===== src/rtl/io_responder_pkg.sv =====
// ----------------------------------------------------------------------------
// io_responder_pkg
//   Shared widths, the default FIFO depth and the job-control FSM state
//   encoding for the io_responder block and its FIFO sub-module.
// ----------------------------------------------------------------------------
package io_responder_pkg;

    localparam int DEPTH_DEF = 8;          // entries per FIFO
    localparam int VI_W      = 16;         // operand vi width
    localparam int UI_W      = 2;          // operand ui width
    localparam int IN_W      = VI_W + UI_W; // input FIFO entry {vi, ui}
    localparam int WD_W      = 21;         // engine result width
    localparam int JOBS_W    = 8;          // completed-job counter width

    typedef enum logic [1:0] {
        ST_IDLE   = 2'd0,
        ST_LAUNCH = 2'd1,
        ST_BUSY   = 2'd2
    } state_t;

endpackage


===== src/rtl/io_responder_sync_fifo.sv =====
// ----------------------------------------------------------------------------
// sync_fifo
//   Single-clock first-word-fall-through FIFO.
//   Ports:
//     clock, reset : clock and synchronous active-high reset
//     push, din    : write strobe and data
//     pop          : read strobe; ignored while empty
//     dout         : current head entry (combinational)
//     full, empty  : occupancy status
//     count        : occupancy, 0..DEPTH
//   A push while full is accepted only when a real pop happens in the same
//   cycle (the slot being freed is reused); otherwise it is dropped.
// ----------------------------------------------------------------------------
module sync_fifo #(
    parameter int WIDTH = 18,
    parameter int DEPTH = 8
) (
    input  logic                     clock,
    input  logic                     reset,
    input  logic                     push,
    input  logic                     pop,
    input  logic [WIDTH-1:0]         din,
    output logic [WIDTH-1:0]         dout,
    output logic                     full,
    output logic                     empty,
    output logic [$clog2(DEPTH):0]   count
);

    localparam int AW = $clog2(DEPTH);
    localparam int CW = AW + 1;

    logic [WIDTH-1:0] mem [DEPTH];
    logic [AW-1:0]    wr_ptr;
    logic [AW-1:0]    rd_ptr;
    logic [CW-1:0]    cnt;
    logic             do_push;
    logic             do_pop;

    assign empty = (cnt == '0);
    assign full  = (cnt == CW'(DEPTH));
    assign count = cnt;
    assign dout  = mem[rd_ptr];

    assign do_pop  = pop && !empty;
    assign do_push = push && (!full || do_pop);

    // Pointers are AW bits wide, so they wrap modulo DEPTH on their own.
    always_ff @(posedge clock) begin
        if (reset) begin
            wr_ptr <= '0;
            rd_ptr <= '0;
            cnt    <= '0;
        end else begin
            if (do_push) wr_ptr <= wr_ptr + AW'(1);
            if (do_pop)  rd_ptr <= rd_ptr + AW'(1);
            case ({do_push, do_pop})
                2'b10:   cnt <= cnt + CW'(1);
                2'b01:   cnt <= cnt - CW'(1);
                default: cnt <= cnt;
            endcase
        end
    end

    // Storage needs no reset: contents are unreachable until written.
    always_ff @(posedge clock) begin
        if (do_push) mem[wr_ptr] <= din;
    end

endmodule


===== src/rtl/io_responder.sv =====
// ----------------------------------------------------------------------------
// io_responder
//   Bridges a host and a compute engine. The host loads {vi, ui} operand
//   pairs into an input FIFO; the engine pulls them with rd_req, pushes
//   results with wr_req into a result FIFO the host drains with out_pop.
//   A small FSM launches a job (one-cycle start) whenever operands are
//   waiting and counts jobs the engine reports done.
//   Ports:
//     clock, reset            : clock, synchronous active-high reset
//     ld_en, ld_vi, ld_ui     : host push into input FIFO
//     rd_req -> vi, ui        : engine operand fetch, registered (latency 1)
//     wr_req, wr_data         : engine result push
//     done                    : engine job-complete level
//     start                   : one-cycle job-launch pulse
//     out_pop, out_data,
//     out_valid               : host result drain (first-word-fall-through)
//     in_count, out_count     : FIFO occupancies
//     underflow, overflow     : sticky error flags, cleared only by reset
//     jobs                    : completed-job counter (wraps)
// ----------------------------------------------------------------------------
module io_responder
    import io_responder_pkg::*;
#(
    parameter int DEPTH      = DEPTH_DEF,
    parameter bit AUTO_START = 1'b1
) (
    input  logic                     clock,
    input  logic                     reset,
    input  logic                     ld_en,
    input  logic [VI_W-1:0]          ld_vi,
    input  logic [UI_W-1:0]          ld_ui,
    input  logic                     rd_req,
    output logic [VI_W-1:0]          vi,
    output logic [UI_W-1:0]          ui,
    input  logic                     wr_req,
    input  logic [WD_W-1:0]          wr_data,
    input  logic                     done,
    output logic                     start,
    input  logic                     out_pop,
    output logic [WD_W-1:0]          out_data,
    output logic                     out_valid,
    output logic [$clog2(DEPTH):0]   in_count,
    output logic [$clog2(DEPTH):0]   out_count,
    output logic                     underflow,
    output logic                     overflow,
    output logic [JOBS_W-1:0]        jobs
);

    // ------------------------------------------------------------------
    // FIFOs
    // ------------------------------------------------------------------
    logic [IN_W-1:0] in_dout;
    logic            in_full;
    logic            in_empty;
    logic            out_full;
    logic            out_empty;

    sync_fifo #(
        .WIDTH (IN_W),
        .DEPTH (DEPTH)
    ) u_in_fifo (
        .clock (clock),
        .reset (reset),
        .push  (ld_en),
        .pop   (rd_req),
        .din   ({ld_vi, ld_ui}),
        .dout  (in_dout),
        .full  (in_full),
        .empty (in_empty),
        .count (in_count)
    );

    sync_fifo #(
        .WIDTH (WD_W),
        .DEPTH (DEPTH)
    ) u_out_fifo (
        .clock (clock),
        .reset (reset),
        .push  (wr_req),
        .pop   (out_pop),
        .din   (wr_data),
        .dout  (out_data),
        .full  (out_full),
        .empty (out_empty),
        .count (out_count)
    );

    assign out_valid = !out_empty;

    // ------------------------------------------------------------------
    // Operand serving and error flags
    // ------------------------------------------------------------------
    logic in_serve;
    logic in_under;
    logic in_drop;
    logic out_drop;

    assign in_serve = rd_req && !in_empty;
    assign in_under = rd_req && in_empty;
    // A full FIFO is never empty, so a same-cycle pop always frees a slot.
    assign in_drop  = ld_en && in_full && !rd_req;
    assign out_drop = wr_req && out_full && !out_pop;

    always_ff @(posedge clock) begin
        if (reset) begin
            vi        <= '0;
            ui        <= '0;
            underflow <= 1'b0;
            overflow  <= 1'b0;
        end else begin
            if (in_serve) {vi, ui} <= in_dout;
            if (in_under) underflow <= 1'b1;
            if (in_drop || out_drop) overflow <= 1'b1;
        end
    end

    // ------------------------------------------------------------------
    // Job-control FSM
    // ------------------------------------------------------------------
    state_t state_q;
    state_t state_d;
    logic   job_done;

    always_ff @(posedge clock) begin
        if (reset) begin
            state_q <= ST_IDLE;
            jobs    <= '0;
        end else begin
            state_q <= state_d;
            if (job_done) jobs <= jobs + JOBS_W'(1);
        end
    end

    // done is only looked at in BUSY, so a stray done in IDLE or LAUNCH
    // (including one arriving after a reset aborted a job) is ignored.
    always_comb begin
        state_d  = state_q;
        start    = 1'b0;
        job_done = 1'b0;
        case (state_q)
            ST_IDLE: begin
                if (AUTO_START && !in_empty) state_d = ST_LAUNCH;
            end
            ST_LAUNCH: begin
                start   = 1'b1;
                state_d = ST_BUSY;
            end
            ST_BUSY: begin
                if (done) begin
                    state_d  = ST_IDLE;
                    job_done = 1'b1;
                end
            end
            default: state_d = ST_IDLE;
        endcase
    end

endmodule


===== config.mk =====
export PLATFORM = sky130hd
export DESIGN_NAME = io_responder
export DESIGN_NICKNAME = d
export VERILOG_FILES = /design/src/rtl/io_responder_pkg.sv /design/src/rtl/io_responder_sync_fifo.sv /design/src/rtl/io_responder.sv
export SDC_FILE = /design/constraint.sdc
export NUM_CORES = 1
export LEC_CHECK = 0
export CORE_ASPECT_RATIO = 1.75
export CORE_MARGIN = 2
export CORE_UTILIZATION = 62
export DETAILED_ROUTE_END_ITERATION = 10
export PLACE_DENSITY = 0.82
export SLEW_MARGIN = 25
export SYNTH_ARGS = -nofsm -noshare
export SYNTH_HDL_FRONTEND = slang
export SYNTH_HIERARCHICAL = 1
export SYNTH_SLANG_ARGS = --single-unit
export TNS_END_PERCENT = 10

===== constraint.sdc =====
create_clock -name clock -period 11.6 [get_ports clock]
set_input_delay 2.9 -clock clock [delete_from_list [all_inputs] [get_ports clock]]
set_output_delay 2.9 -clock clock [all_outputs]
set_load 0.02 [all_outputs]

======== After elaboration in Yosys (flattened, before gate mapping) ========
Memory sizes are Yosys's and may differ from the RTL's. A register that Yosys moved wholly into a read port is not among the register bits.
Cells that the tools add are included.
cells by class
  add/subtract/negate cells ............... 9
  eq/ne operators ......................... 10
  muxes and demuxes ....................... 14
  reductions and logical operators ........ 24
operators with widths
  operator                                           number
  case mux 4 bit (2 select lines)                    2
  adder 3 x 1 -> 3 bit (second input constant)       4
  logical AND 1 bit                                  9
  adder 4 x 1 -> 4 bit (second input constant)       2
  adder 8 x 1 -> 8 bit (second input constant)       1
  == test 4 bit (second input constant)              2
  zero test 4 bit                                    2
  subtractor 4 x 1 -> 4 bit (second input constant)  2
  2-to-1 mux 1 bit                                   7
  == test 2 x 1 -> 1 bit (second input constant)     3
  == test 2 bit (second input constant)              3
  zero test 1 bit                                    6
  2-to-1 mux 3 bit                                   2
  case mux 2 bit (3 select lines)                    1
  2-to-1 mux 2 bit                                   2
  inequality test 2 bit (second input constant)      2
  nonzero test 2 bit                                 2
  logical OR 1 bit                                   3
  zero test 2 bit                                    1
  AND reduction 2 bit                                1
word-level totals
  flip-flop bits (word level) ............. 32
  memory bits (writable) .................. 312
  input port bits ......................... 46
  output and inout port bits .............. 59
  word-level logic and storage cells ...... 69
  memories ................................ 2
memories
  name            depth  bits a word  read ports  clocked after memory_dff  wr ports  line                          text
  u_out_fifo.mem  8      21           1           1                         1         io_responder_sync_fifo.sv:32  logic [WIDTH-1:0] mem [DEPTH];
  u_in_fifo.mem   8      18           1           1                         1         io_responder_sync_fifo.sv:32

======== Logic depth before layout (Yosys ltp) ========
  word-level depth ........................ 7
  gate-level depth with buffers ........... 10
  mapped depth without buffers ............ 9

======== Cells and area by module ========
The synthesis kept the hierarchy.
modules (own cells, without submodules)
  module                  times used  cells each  area each (um^2)  seq. area each (um^2)
  sync_fifo (u_out_fifo)  1           326         7194.4            5305.1
  sync_fifo (u_in_fifo)   1           291         6328.6            4584.4
  io_responder            1           137         1152.4            600.6

======== Worst setup path after synthesis ========
Ideal clock, no wire load.
  path type ............................... input to register
  start ................................... input port wr_req
  end ..................................... memory u_out_fifo/mem[0][0] (netlist bit) (enable)
  library setup time ...................... 452 ps
  arrival time ............................ 5223 ps
  required time ........................... 11148 ps
  path slack .............................. 5925 ps
  stages .................................. 3
  path buffers ............................ 1
  cell sequence ........................... buf_2 o21ai_4 nor4_1
on the way
  cells in the longest elaborated chain, start to end .. 3
ends and longest elaborated chain
  item                                    line                          text
  start, declared                         io_responder.sv:35            input logic wr_req,
  logical AND 1 bit                       io_responder_sync_fifo.sv:45  assign do_push = push && (!full || do_pop);
  2-to-1 mux 1 bit                        io_responder_sync_fifo.sv:66  if (do_push) mem[wr_ptr] <= din;
  2-to-1 mux 1 bit (implied by the code)  io_responder_sync_fifo.sv:66
  end, declared                           io_responder_sync_fifo.sv:32
No other way between the ends.

==> impl_metrics.env <==
export IMPL_status="complete, no violations"
export IMPL_worstSetupEndpointType="primary output"
export IMPL_synth_simple_area_share=0.0441
export IMPL_p_per_area_nw_per_um2=207
export IMPL_io_buffers=104
export IMPL_track_usage=0.237
export IMPL_drtAntennaViolNets=0
export IMPL_dieArea_um2=25000
export IMPL_hpwl_um=18300
export IMPL_ff2ff_path_depth=9
export IMPL_cts_tree="done"
export IMPL_cp_required_ps=8700
export IMPL_route_detailed_drc=0
export IMPL_fin_crit_sh=0.506
export IMPL_place_congestion=0.724
export IMPL_firstDrtPassIters=5
export IMPL_hold_buffers=0
export IMPL_vias_per_cell=6.20
export IMPL_min_from="vi[12]"
export IMPL_synth_area_um2=14700
export IMPL_yosysWarnings=6
export IMPL_total_leakage_power_nw=5.57
export IMPL_power_switching_uw=983
export IMPL_finalNonFillerCells=1197
export IMPL_clock_skew_ps=9.83
export IMPL_power_share_clock=0.280
export IMPL_cts_num_sinks=368
export IMPL_dpl_instance_area_um2=16000
export IMPL_fin_ws_ps=5720
export IMPL_pin_count=105
export IMPL_wl_per_cell_um=24.5
export IMPL_clk_latency_ps=550
export IMPL_max_slew_margin_rel=0.304
export IMPL_numCtsBuffers=31
export IMPL_p_int_mw=2.53
export IMPL_final_util=0.727
export IMPL_antenna_found_initial=0
export IMPL_yosys_area_share_adder=0.0104
export IMPL_initial_core_util=0.629
export IMPL_cap_violations=0
export IMPL_post_place_cells=1140
export IMPL_power_mw=3.51
export IMPL_syn_avg_cell_area_um2=19.5
export IMPL_r2r_slack_ps=8970
export IMPL_synth_fp_nets=811
export IMPL_row_count=74
export IMPL_final_cell_mix="edfxtp_1, clkdlybuf4s50_1, mux4_1"
export IMPL_worstPathMaxFanout=42
export IMPL_die_h_um=208
export IMPL_cts_setup_buffers=0
export IMPL_ys_seq_elements=368
export IMPL_synth_top_family_by_area="multiplexers"
export IMPL_synth_edf_count=312
export IMPL_clkTransAtPathRegs_ps=70
export IMPL_num_vias=7420
export IMPL_gr_total_overflow=0
export IMPL_num_antenna_cells=0
export IMPL_whs_endpoint="vi[12]"
export IMPL_syn_to_final_growth_pct=15.6
export IMPL_max_freq_mhz=170
export IMPL_layout_drive_gt1_share=0.163
export IMPL_design_area_um2=17000
export IMPL_ir_worst_vdd_uv=174
export IMPL_r2r_end="u_in_fifo/count[3]"
export IMPL_yosysUniqueCellTypes=50
export IMPL_cp_arrival_ps=2980
export IMPL_synthMuxAreaShare=0.171
export IMPL_drtIter0Drc=499
export IMPL_die_x_um=120
export IMPL_synth_compound_area_frac=0.0270
export IMPL_grt_max_degree=53
export IMPL_worst_pin_slew_ps=1040
export IMPL_dp_slack_ps=6270
export IMPL_slew_violations=0
export IMPL_core_um2=23300
export IMPL_fill_cells=1388
export IMPL_layout_commonest_cell="edfxtp_1"
export IMPL_num_nets_final=926
export IMPL_pwr_share_seq=0.463
export IMPL_synthXorXnorAreaFrac=0.00955
export IMPL_grt_pass1_wl_um=44600
export IMPL_yosysSeqAreaShare=0.715
export IMPL_start_kind="flip-flop"
export IMPL_synth_flop_cell="edfxtp_1"
export IMPL_setup_viol=0
export IMPL_power_frac_comb=0.257
export IMPL_path_class="reg2out"
export IMPL_r2r_start="u_in_fifo/count[1]"
export IMPL_grt_pass1_vias=7993
export IMPL_min_path_cells=2
export IMPL_p_sw_frac=0.280
export IMPL_hold_slack_ps=464
export IMPL_cts_resized_gates=0
export IMPL_netlist_instances=754
export IMPL_hp_class="reg2reg"
export IMPL_rsz0062_at_grt="false"
export IMPL_async_flop_share=0
export IMPL_routed_wl_um=29300
export IMPL_hold_viol=0
export IMPL_cts_buffer_depth=3
export IMPL_setup_tns_final_ps=0
export IMPL_fin_crit_ps=5880
export IMPL_cts_htree_levels=1
export IMPL_root_buffer="clkbuf_16"
==> layer usage <==
metal,vias up,share of wire,track usage
li1,3282,-,-
met1,3801,0.35,0.271
met3,76,0.053,0.0357
met4,0,0.037,0.100
met5,-,0,0
met2,261,0.55,0.438
==> Yosys cell counts (10+ instances only) <==
cell type | n | area share
nand2_1 | 41 | 0.010
dfxtp_1 | 56 | 0.076
edfxtp_1 | 312 | 0.64
mux4_2 | 15 | 0.023
clkbuf_1 | 12 | 0.0031
xor2_1 | 10 | 0.0060
nor2_1 | 36 | 0.0092
a21oi_1 | 29 | 0.0099
mux4_1 | 63 | 0.11
nor3_1 | 10 | 0.0034
mux2_2 | 39 | 0.030
==> registers in the layout, summed over array words and instances, names as in the netlist, named ones only <==
signal and flops:
state_q 2, underflow 1, jobs 8, ui 2, u_out_fifo/count 4, u_out_fifo/rd_ptr 3
u_in_fifo/count 4, u_out_fifo/mem 168, u_in_fifo/rd_ptr 3, vi 16, u_in_fifo/mem 144, u_out_fifo/wr_ptr 3
u_in_fifo/wr_ptr 3, overflow 1
==> logic make-up (layout without fill, tap and decap cells) <==
family,Yosys count,after routing
XOR/XNOR,16,16
AO/OA/AOI/OAI,57,57
multiplexers,124,124
flip-flops,368,368
AND/OR/NAND/NOR,131,131
adder cells (fa/ha/maj),11,11
buffers and inverters,47,186
==> worst max-delay path, cell delays in order (launching register included) <==
cell             delay (ps)
dfxtp_2                 310
buf_4                   570
mux4_1                  670
mux2_2                  290
clkdlybuf4s50_1         540
==> worst max-delay path by stage <==
stage	start	to	cells after the start
2_1_floorplan	wr_req	u_out_fifo/mem[0][0]	3
3_3_place_gp	rd_req	u_in_fifo/mem[4][2]	4
3_5_place_dp	rd_req	u_in_fifo/count[3]	9
4_1_cts	flip-flop	out_data[5]	4
5_1_grt	flip-flop	out_data[15]	4
6_report	flip-flop	out_data[15]	4
==> layout make-up <==
type | count | area, um^2 | share of cell area
clock buffer | 39 | 816 | 0.0481
timing repair buffer | 120 | 1160 | 0.0684
clock inverter | 18 | 144 | 0.00849
tap | 304 | 380 | 0.0224
sequential | 368 | 10500 | 0.619
multi-input combinational | 339 | 3930 | 0.232
inverter | 9 | 33.8 | 0.00199
==> power by group through the flow <==
stage                     Combinational [mW]  Sequential, mW  Clock, mW
after detailed placement               0.905            1.65          0
after CTS                              0.914            1.62       1.00
after floorplan                        0.645            1.64          0
after global placement                 0.865            1.64          0
after global routing                   0.966            1.64       1.05
final                                  0.904            1.63      0.984
No activity file was read; power rests on OpenSTA's default activity.
